**config.mk**
```make
export PLATFORM = sky130hd
export DESIGN_NAME = axi_redirect_ctrl
export DESIGN_NICKNAME = d
export VERILOG_FILES = /design/src/rtl/axi_redirect_pkg.sv /design/src/rtl/axi_redirect_drain_timer.sv /design/src/rtl/axi_redirect_ctrl.sv
export SDC_FILE = /design/constraint.sdc
export NUM_CORES = 1
export LEC_CHECK = 0
export BUFFER_PORTS_ARGS = -buffer_cell sky130_fd_sc_hd__clkbuf_2
export CORE_ASPECT_RATIO = 0.8
export CORE_UTILIZATION = 24
export CTS_CLUSTER_SIZE = 14
export DETAILED_ROUTE_END_ITERATION = 8
export GPL_TIMING_DRIVEN = 0
export MAX_ROUTING_LAYER = met4
export SETUP_SLACK_MARGIN = 0.1
export SYNTH_ARGS = -nofsm -noshare
export SYNTH_HDL_FRONTEND = slang
export SYNTH_SLANG_ARGS = --single-unit
```
**constraint.sdc**
```tcl
create_clock -name clk -period 2.25 [get_ports clk]
set_clock_uncertainty 0.15 [all_clocks]
set_input_delay 0.45 -clock clk [delete_from_list [all_inputs] [get_ports clk]]
set_output_delay 0.45 -clock clk [all_outputs]
set_load 0.1 [all_outputs]
```
**src/rtl/axi_redirect_pkg.sv**
```systemverilog
// Shared types and helpers for the AXI address-redirect controller.
// Defines the FSM state encoding, the latched request record and the legality rule.
package axi_redirect_pkg;

    localparam int unsigned DRAIN_TIMEOUT_DEFAULT = 32'd1024;
    localparam int unsigned REQ_IDX_W             = 32'd8;

    typedef enum logic [2:0] {
        IDLE   = 3'd0,
        HOLD   = 3'd1,
        DRAIN  = 3'd2,
        COMMIT = 3'd3,
        RESP   = 3'd4
    } state_e;

    typedef struct packed {
        logic                 clear;
        logic [REQ_IDX_W-1:0] source;
        logic [REQ_IDX_W-1:0] target;
    } redirect_req_t;

    // A clear is always legal; a swap needs two distinct, in-range port indices.
    function automatic logic req_is_legal(input redirect_req_t r, input int unsigned n_ports);
        return r.clear ||
               ((r.source != r.target) &&
                (32'(r.source) < n_ports) &&
                (32'(r.target) < n_ports));
    endfunction

endpackage

```
**src/rtl/axi_redirect_drain_timer.sv**
```systemverilog
// Drain-phase cycle counter: synchronous clear, count enable, and an expire flag
// raised while the count equals DRAIN_TIMEOUT-1.
module axi_redirect_drain_timer #(
    parameter int unsigned DRAIN_TIMEOUT = 32'd1024,
    parameter int unsigned CNT_WIDTH     = 32'd11
) (
    input  logic clk,
    input  logic rst_n,
    input  logic clr_i,
    input  logic en_i,
    output logic expire_o
);

    logic [CNT_WIDTH-1:0] cnt_q;
    logic [CNT_WIDTH-1:0] cnt_d;

    // Next count: clear has priority over enable.
    always_comb begin
        cnt_d = cnt_q;
        if (clr_i) begin
            cnt_d = '0;
        end else if (en_i) begin
            cnt_d = cnt_q + {{(CNT_WIDTH-1){1'b0}}, 1'b1};
        end else begin
            cnt_d = cnt_q;
        end
    end

    // Counter register.
    always_ff @(posedge clk or negedge rst_n) begin
        if (!rst_n) begin
            cnt_q <= '0;
        end else begin
            cnt_q <= cnt_d;
        end
    end

    assign expire_o = (cnt_q == CNT_WIDTH'(DRAIN_TIMEOUT - 32'd1));

endmodule

```
**src/rtl/axi_redirect_ctrl.sv**
```systemverilog
// Run-time redirect sequencer: accept, stall decoders, drain, commit atomically, respond.
// Optional feature macro AXI_REDIRECT_LOCK_EN adds a sticky lock set by a successful swap.
module axi_redirect_ctrl
    import axi_redirect_pkg::*;
#(
    parameter int unsigned N_INIT_PORT   = 32'd8,
    parameter int unsigned LOG_N_INIT    = 32'd3,
    parameter int unsigned DRAIN_TIMEOUT = DRAIN_TIMEOUT_DEFAULT,
    parameter int unsigned CNT_WIDTH     = 32'd11
) (
    input  logic                   clk,
    input  logic                   rst_n,
    input  logic                   req_valid_i,
    output logic                   req_ready_o,
    input  logic                   req_clear_i,
    input  logic [LOG_N_INIT-1:0]  req_source_i,
    input  logic [LOG_N_INIT-1:0]  req_target_i,
    input  logic [N_INIT_PORT-1:0] outstanding_trans_i,
    input  logic [N_INIT_PORT-1:0] addr_busy_i,
    output logic                   decode_hold_o,
    output logic [LOG_N_INIT-1:0]  source_r_o,
    output logic [LOG_N_INIT-1:0]  target_r_o,
    output logic                   redirect_valid_r_o,
    output logic                   rsp_valid_o,
    output logic                   rsp_err_o
);

    state_e                state_q, state_d;
    redirect_req_t         req_q, req_d;
    logic [LOG_N_INIT-1:0] source_q, source_d;
    logic [LOG_N_INIT-1:0] target_q, target_d;
    logic                  valid_q, valid_d;
    logic                  hold_q, hold_d;
    logic                  rsp_valid_q, rsp_valid_d;
    logic                  rsp_err_q, rsp_err_d;
    logic                  ready_q, ready_d;

    redirect_req_t in_req_s;
    logic          legal_s;
    logic          locked_s;
    logic          quiescent_s;
    logic          tmr_clr_s;
    logic          tmr_en_s;
    logic          tmr_expire_s;

    assign in_req_s.clear  = req_clear_i;
    assign in_req_s.source = REQ_IDX_W'(req_source_i);
    assign in_req_s.target = REQ_IDX_W'(req_target_i);
    assign legal_s         = req_is_legal(in_req_s, N_INIT_PORT);
    assign quiescent_s     = ~(|outstanding_trans_i) & ~(|addr_busy_i);

`ifdef AXI_REDIRECT_LOCK_EN
    logic lock_q, lock_d;
    assign locked_s = lock_q;

    // Sticky lock: only rst_n releases it.
    always_ff @(posedge clk or negedge rst_n) begin
        if (!rst_n) begin
            lock_q <= 1'b0;
        end else begin
            lock_q <= lock_d;
        end
    end
`else
    assign locked_s = 1'b0;
`endif

    axi_redirect_drain_timer #(
        .DRAIN_TIMEOUT (DRAIN_TIMEOUT),
        .CNT_WIDTH     (CNT_WIDTH)
    ) u_drain_timer (
        .clk      (clk),
        .rst_n    (rst_n),
        .clr_i    (tmr_clr_s),
        .en_i     (tmr_en_s),
        .expire_o (tmr_expire_s)
    );

    // Next-state and next-output logic; output registers are loaded for the state being entered.
    always_comb begin
        state_d     = state_q;
        req_d       = req_q;
        source_d    = source_q;
        target_d    = target_q;
        valid_d     = valid_q;
        hold_d      = 1'b0;
        rsp_valid_d = 1'b0;
        rsp_err_d   = 1'b0;
        tmr_clr_s   = 1'b0;
        tmr_en_s    = 1'b0;
`ifdef AXI_REDIRECT_LOCK_EN
        lock_d      = lock_q;
`endif
        case (state_q)
            IDLE: begin
                if (req_valid_i) begin
                    req_d = in_req_s;
                    if (locked_s || !legal_s) begin
                        state_d     = RESP;
                        rsp_valid_d = 1'b1;
                        rsp_err_d   = 1'b1;
                    end else begin
                        state_d = HOLD;
                        hold_d  = 1'b1;
                    end
                end else begin
                    state_d = IDLE;
                end
            end
            HOLD: begin
                state_d   = DRAIN;
                hold_d    = 1'b1;
                tmr_clr_s = 1'b1;
            end
            DRAIN: begin
                tmr_en_s = 1'b1;
                // Quiescence takes priority over a simultaneous timeout.
                if (quiescent_s) begin
                    state_d = COMMIT;
                    hold_d  = 1'b1;
                end else if (tmr_expire_s) begin
                    state_d     = RESP;
                    rsp_valid_d = 1'b1;
                    rsp_err_d   = 1'b1;
                end else begin
                    hold_d = 1'b1;
                end
            end
            COMMIT: begin
                if (req_q.clear) begin
                    valid_d = 1'b0;
                end else begin
                    source_d = LOG_N_INIT'(req_q.source);
                    target_d = LOG_N_INIT'(req_q.target);
                    valid_d  = 1'b1;
`ifdef AXI_REDIRECT_LOCK_EN
                    lock_d   = 1'b1;
`endif
                end
                state_d     = RESP;
                rsp_valid_d = 1'b1;
            end
            RESP: begin
                state_d = IDLE;
            end
            default: begin
                state_d = IDLE;
            end
        endcase
        ready_d = (state_d == IDLE);
    end

    // State and registered outputs.
    always_ff @(posedge clk or negedge rst_n) begin
        if (!rst_n) begin
            state_q     <= IDLE;
            req_q       <= '0;
            source_q    <= '0;
            target_q    <= '0;
            valid_q     <= 1'b0;
            hold_q      <= 1'b0;
            rsp_valid_q <= 1'b0;
            rsp_err_q   <= 1'b0;
            ready_q     <= 1'b1;
        end else begin
            state_q     <= state_d;
            req_q       <= req_d;
            source_q    <= source_d;
            target_q    <= target_d;
            valid_q     <= valid_d;
            hold_q      <= hold_d;
            rsp_valid_q <= rsp_valid_d;
            rsp_err_q   <= rsp_err_d;
            ready_q     <= ready_d;
        end
    end

    assign req_ready_o        = ready_q;
    assign decode_hold_o      = hold_q;
    assign source_r_o         = source_q;
    assign target_r_o         = target_q;
    assign redirect_valid_r_o = valid_q;
    assign rsp_valid_o        = rsp_valid_q;
    assign rsp_err_o          = rsp_err_q;

endmodule

```
==> impl_metrics.ini <==
[outcome]
outcome = completed

[worst_setup_path]
critPathTopFamily = flip-flops
path_cells = clkbuf_2
critPathArrivalTime_ns = 1.24
cp.required_ns = 1.65
cp-start-kind = register
crit_type = reg2out
critPathMaxStageDelay_ns = 0.52
worstPathMaxFanout = 1
cp_slowest_cell = dfstp_2
crit_buf_inv = 1
cp-end-kind = output port

[synth]
yosys_warnings = 0
netlist.area_leader.share = 0.532
synthTopCellsByArea = dfrtp_1, mux2_2, o21ai_0, nand4_1, xor2_1
mappedNetlistArea_um2 = 1460
yosysMostFrequentCell = dfrtp_1
syn_inst = 122
synthFlopType = dfrtp_1
synth.distinct_cells = 39
synth_common_cells = dfrtp_1, mux2_2, o21ai_0, nand2_1, nand4_1
seq_area_frac_synth = 0.550
synth-edff-count = 0
syn-num-nets = 149
synth_seq_cells = 32
avgSynthCellArea_um2 = 12.0
ys_async_sr_fraction = 1.00
yosysTopAreaCell = dfrtp_1

[clock_tree]
cts.sinks = 32
cts_buffer_depth = 2
insertion_delay_ns = 0.28
postCtsSetupBuffers = 0
htree_levels = 2
clk_pin_slew_ns = 0.06
root_buffer = clkbuf_8
cts_buffers = 5
cts-resized-gates = 0
cts_tree = built
holdBufCountCts = 0

[global_route]
grt_remaining_overflow = 0
grt_max_degree = 33
grt_usage = 0.105
grt_pass1_wl_um = 4890
antenna_found_initial = 0
grt_pass1_vias = 1103

[timing]
grt_setup_unrepaired = no
min_period_ns = 1.84
setup-tns-final_ns = 0
slew_headroom = 0.479
setup_violations = 0
fmax_mhz = 545
fin_crit_sh = 0.816
finalHoldViolCount = 0
maxSlewViolCount = 0
worst_pin_slew_ns = 0.782

[power]
ir_drop_mv = 0.494
power.density_nw_per_um2 = 1420
power.leakage_nw = 0.834

[die]
start_util = 0.248
num_rows = 25
die_w_um = 89.2
coreArea_um2 = 5880
ios = 37
chipHeight_um = 71.7
dieArea_um2 = 6400

[cells_and_area]
fin_nets = 192
layout-drive-gt1-share = 0.410
post-route-util = 0.312
syn2layout_area_growth_pct = 25.6
antennaDiodeCount = 0
layout.cells.non_filler = 247

[routing]
drt_wl_total_um = 2900
via_per_inst = 4.61
ant_nets = 0
wl_per_cell_um = 11.7
drc_errors = 0
vias = 1139
drt_first_iter_violations = 49
drtPass1Iterations = 4

[min_path]
timing.hold.worst.class = in2async

[flow_run]
max-cap-violations = 0

[placed_design]
placed_cells = 239
gp_congestion = 0.734
port_buffers = 36
hpwl_um = 2150
==> layer usage <==
layer	up-vias	wire (µm)	global-route usage
met5	-	0	-
met4	0	46	0.0476
met3	7	179	0.0369
met2	35	1260	0.148
met1	555	1410	0.136
li1	542	-	-
==> registers in the layout, indices dropped and copies added, names as in the netlist <==
name	count
u_drain_timer.cnt_q	11
req_q	7
source_r_o	3
state_q	3
target_r_o	3
decode_hold_o	1
redirect_valid_r_o	1
req_ready_o	1
rsp_err_o	1
rsp_valid_o	1
==> final cells by class <==
cell class / count / area (µm²)
plain buffers: 4 / 25.0
clock buffers: 6 / 82.6
clock inverters: 2 / 10.0
fillers: 616 / 4050
inverters: 1 / 3.75
multi-input cells: 85 / 628
flip-flops and latches: 32 / 802
well taps: 81 / 101
repair buffers: 36 / 180
==> cell families (layout without fill, tap and decap cells) <==
group / Yosys count / after routing / synth area share
compound gates: 24 / 24 / 0.0961
xor+xnor: 4 / 4 / 0.0240
fa+ha+maj: 1 / 1 / 0.00857
buf+inv: 5 / 49 / 0.0197
flops: 32 / 32 / 0.550
mux: 14 / 14 / 0.107
simple gates: 42 / 42 / 0.195
==> cell usage in the layout (no fill, tap or decap), types with 2 or more instances in the layout <==
master | Yosys | layout
nand2_1 | 7 | 7
xor2_1 | 4 | 4
and4_1 | 2 | 2
o31ai_1 | 2 | 2
mux2_2 | 13 | 13
o211ai_1 | 3 | 3
clkbuf_8 | 0 | 6
clkinv_2 | 0 | 2
nand3_1 | 3 | 3
buf_2 | 2 | 2
o21ai_0 | 8 | 8
nor2_1 | 4 | 4
clkbuf_2 | 0 | 36
nand4_1 | 6 | 6
dfrtp_1 | 31 | 31
nor4_1 | 5 | 5
o21ai_1 | 5 | 5
a21oi_1 | 3 | 3
==> worst paths after layout <==
| check | startpoint | endpoint | slack (ns) | cells after the start |
|---|---|---|---|---|
| min in group clk | req_clear_i | req_q[16] | 0.27 | 2 |
| worst min register to register | u_drain_timer.cnt_q[9] | u_drain_timer.cnt_q[9] | 0.33 | 1 |
| worst max register to register | state_q[1] | u_drain_timer.cnt_q[3] | 0.47 | 4 |
| max in group asynchronous | rst_n | u_drain_timer.cnt_q[3] | 1.37 | 1 |
| worst max-delay path | req_ready_o | req_ready_o | 0.41 | 1 |
| worst min-delay path | rst_n | req_q[0] | 0.09 | 1 |
==> power breakdown <==
| part | switching [W] | internal (W) | leakage [nW] |
|---|---|---|---|
| Combinational | 0.000917 | 0.000327 | 0.375 |
| Sequential | 0.000128 | 0.000776 | 0.408 |
| Clock | 0.000205 | 0.000244 | 0.0510 |
==> stage by stage <==
stage / hold WS [ns] / power, W / setup WS [ns] / area (µm²)
2_1_floorplan: 0.00441 / 0.00193 / 0.644 / 1460
3_3_place_gp: 0.314 / 0.00215 / 0.496 / 1740
3_5_place_dp: 0.323 / 0.00217 / 0.482 / 1740
4_1_cts: 0.124 / 0.00262 / 0.400 / 1830
5_1_grt: 0.155 / 0.00275 / 0.337 / 1830
6_report: 0.0899 / 0.00260 / 0.414 / 1830
No activity file was read; power rests on OpenSTA's default activity.
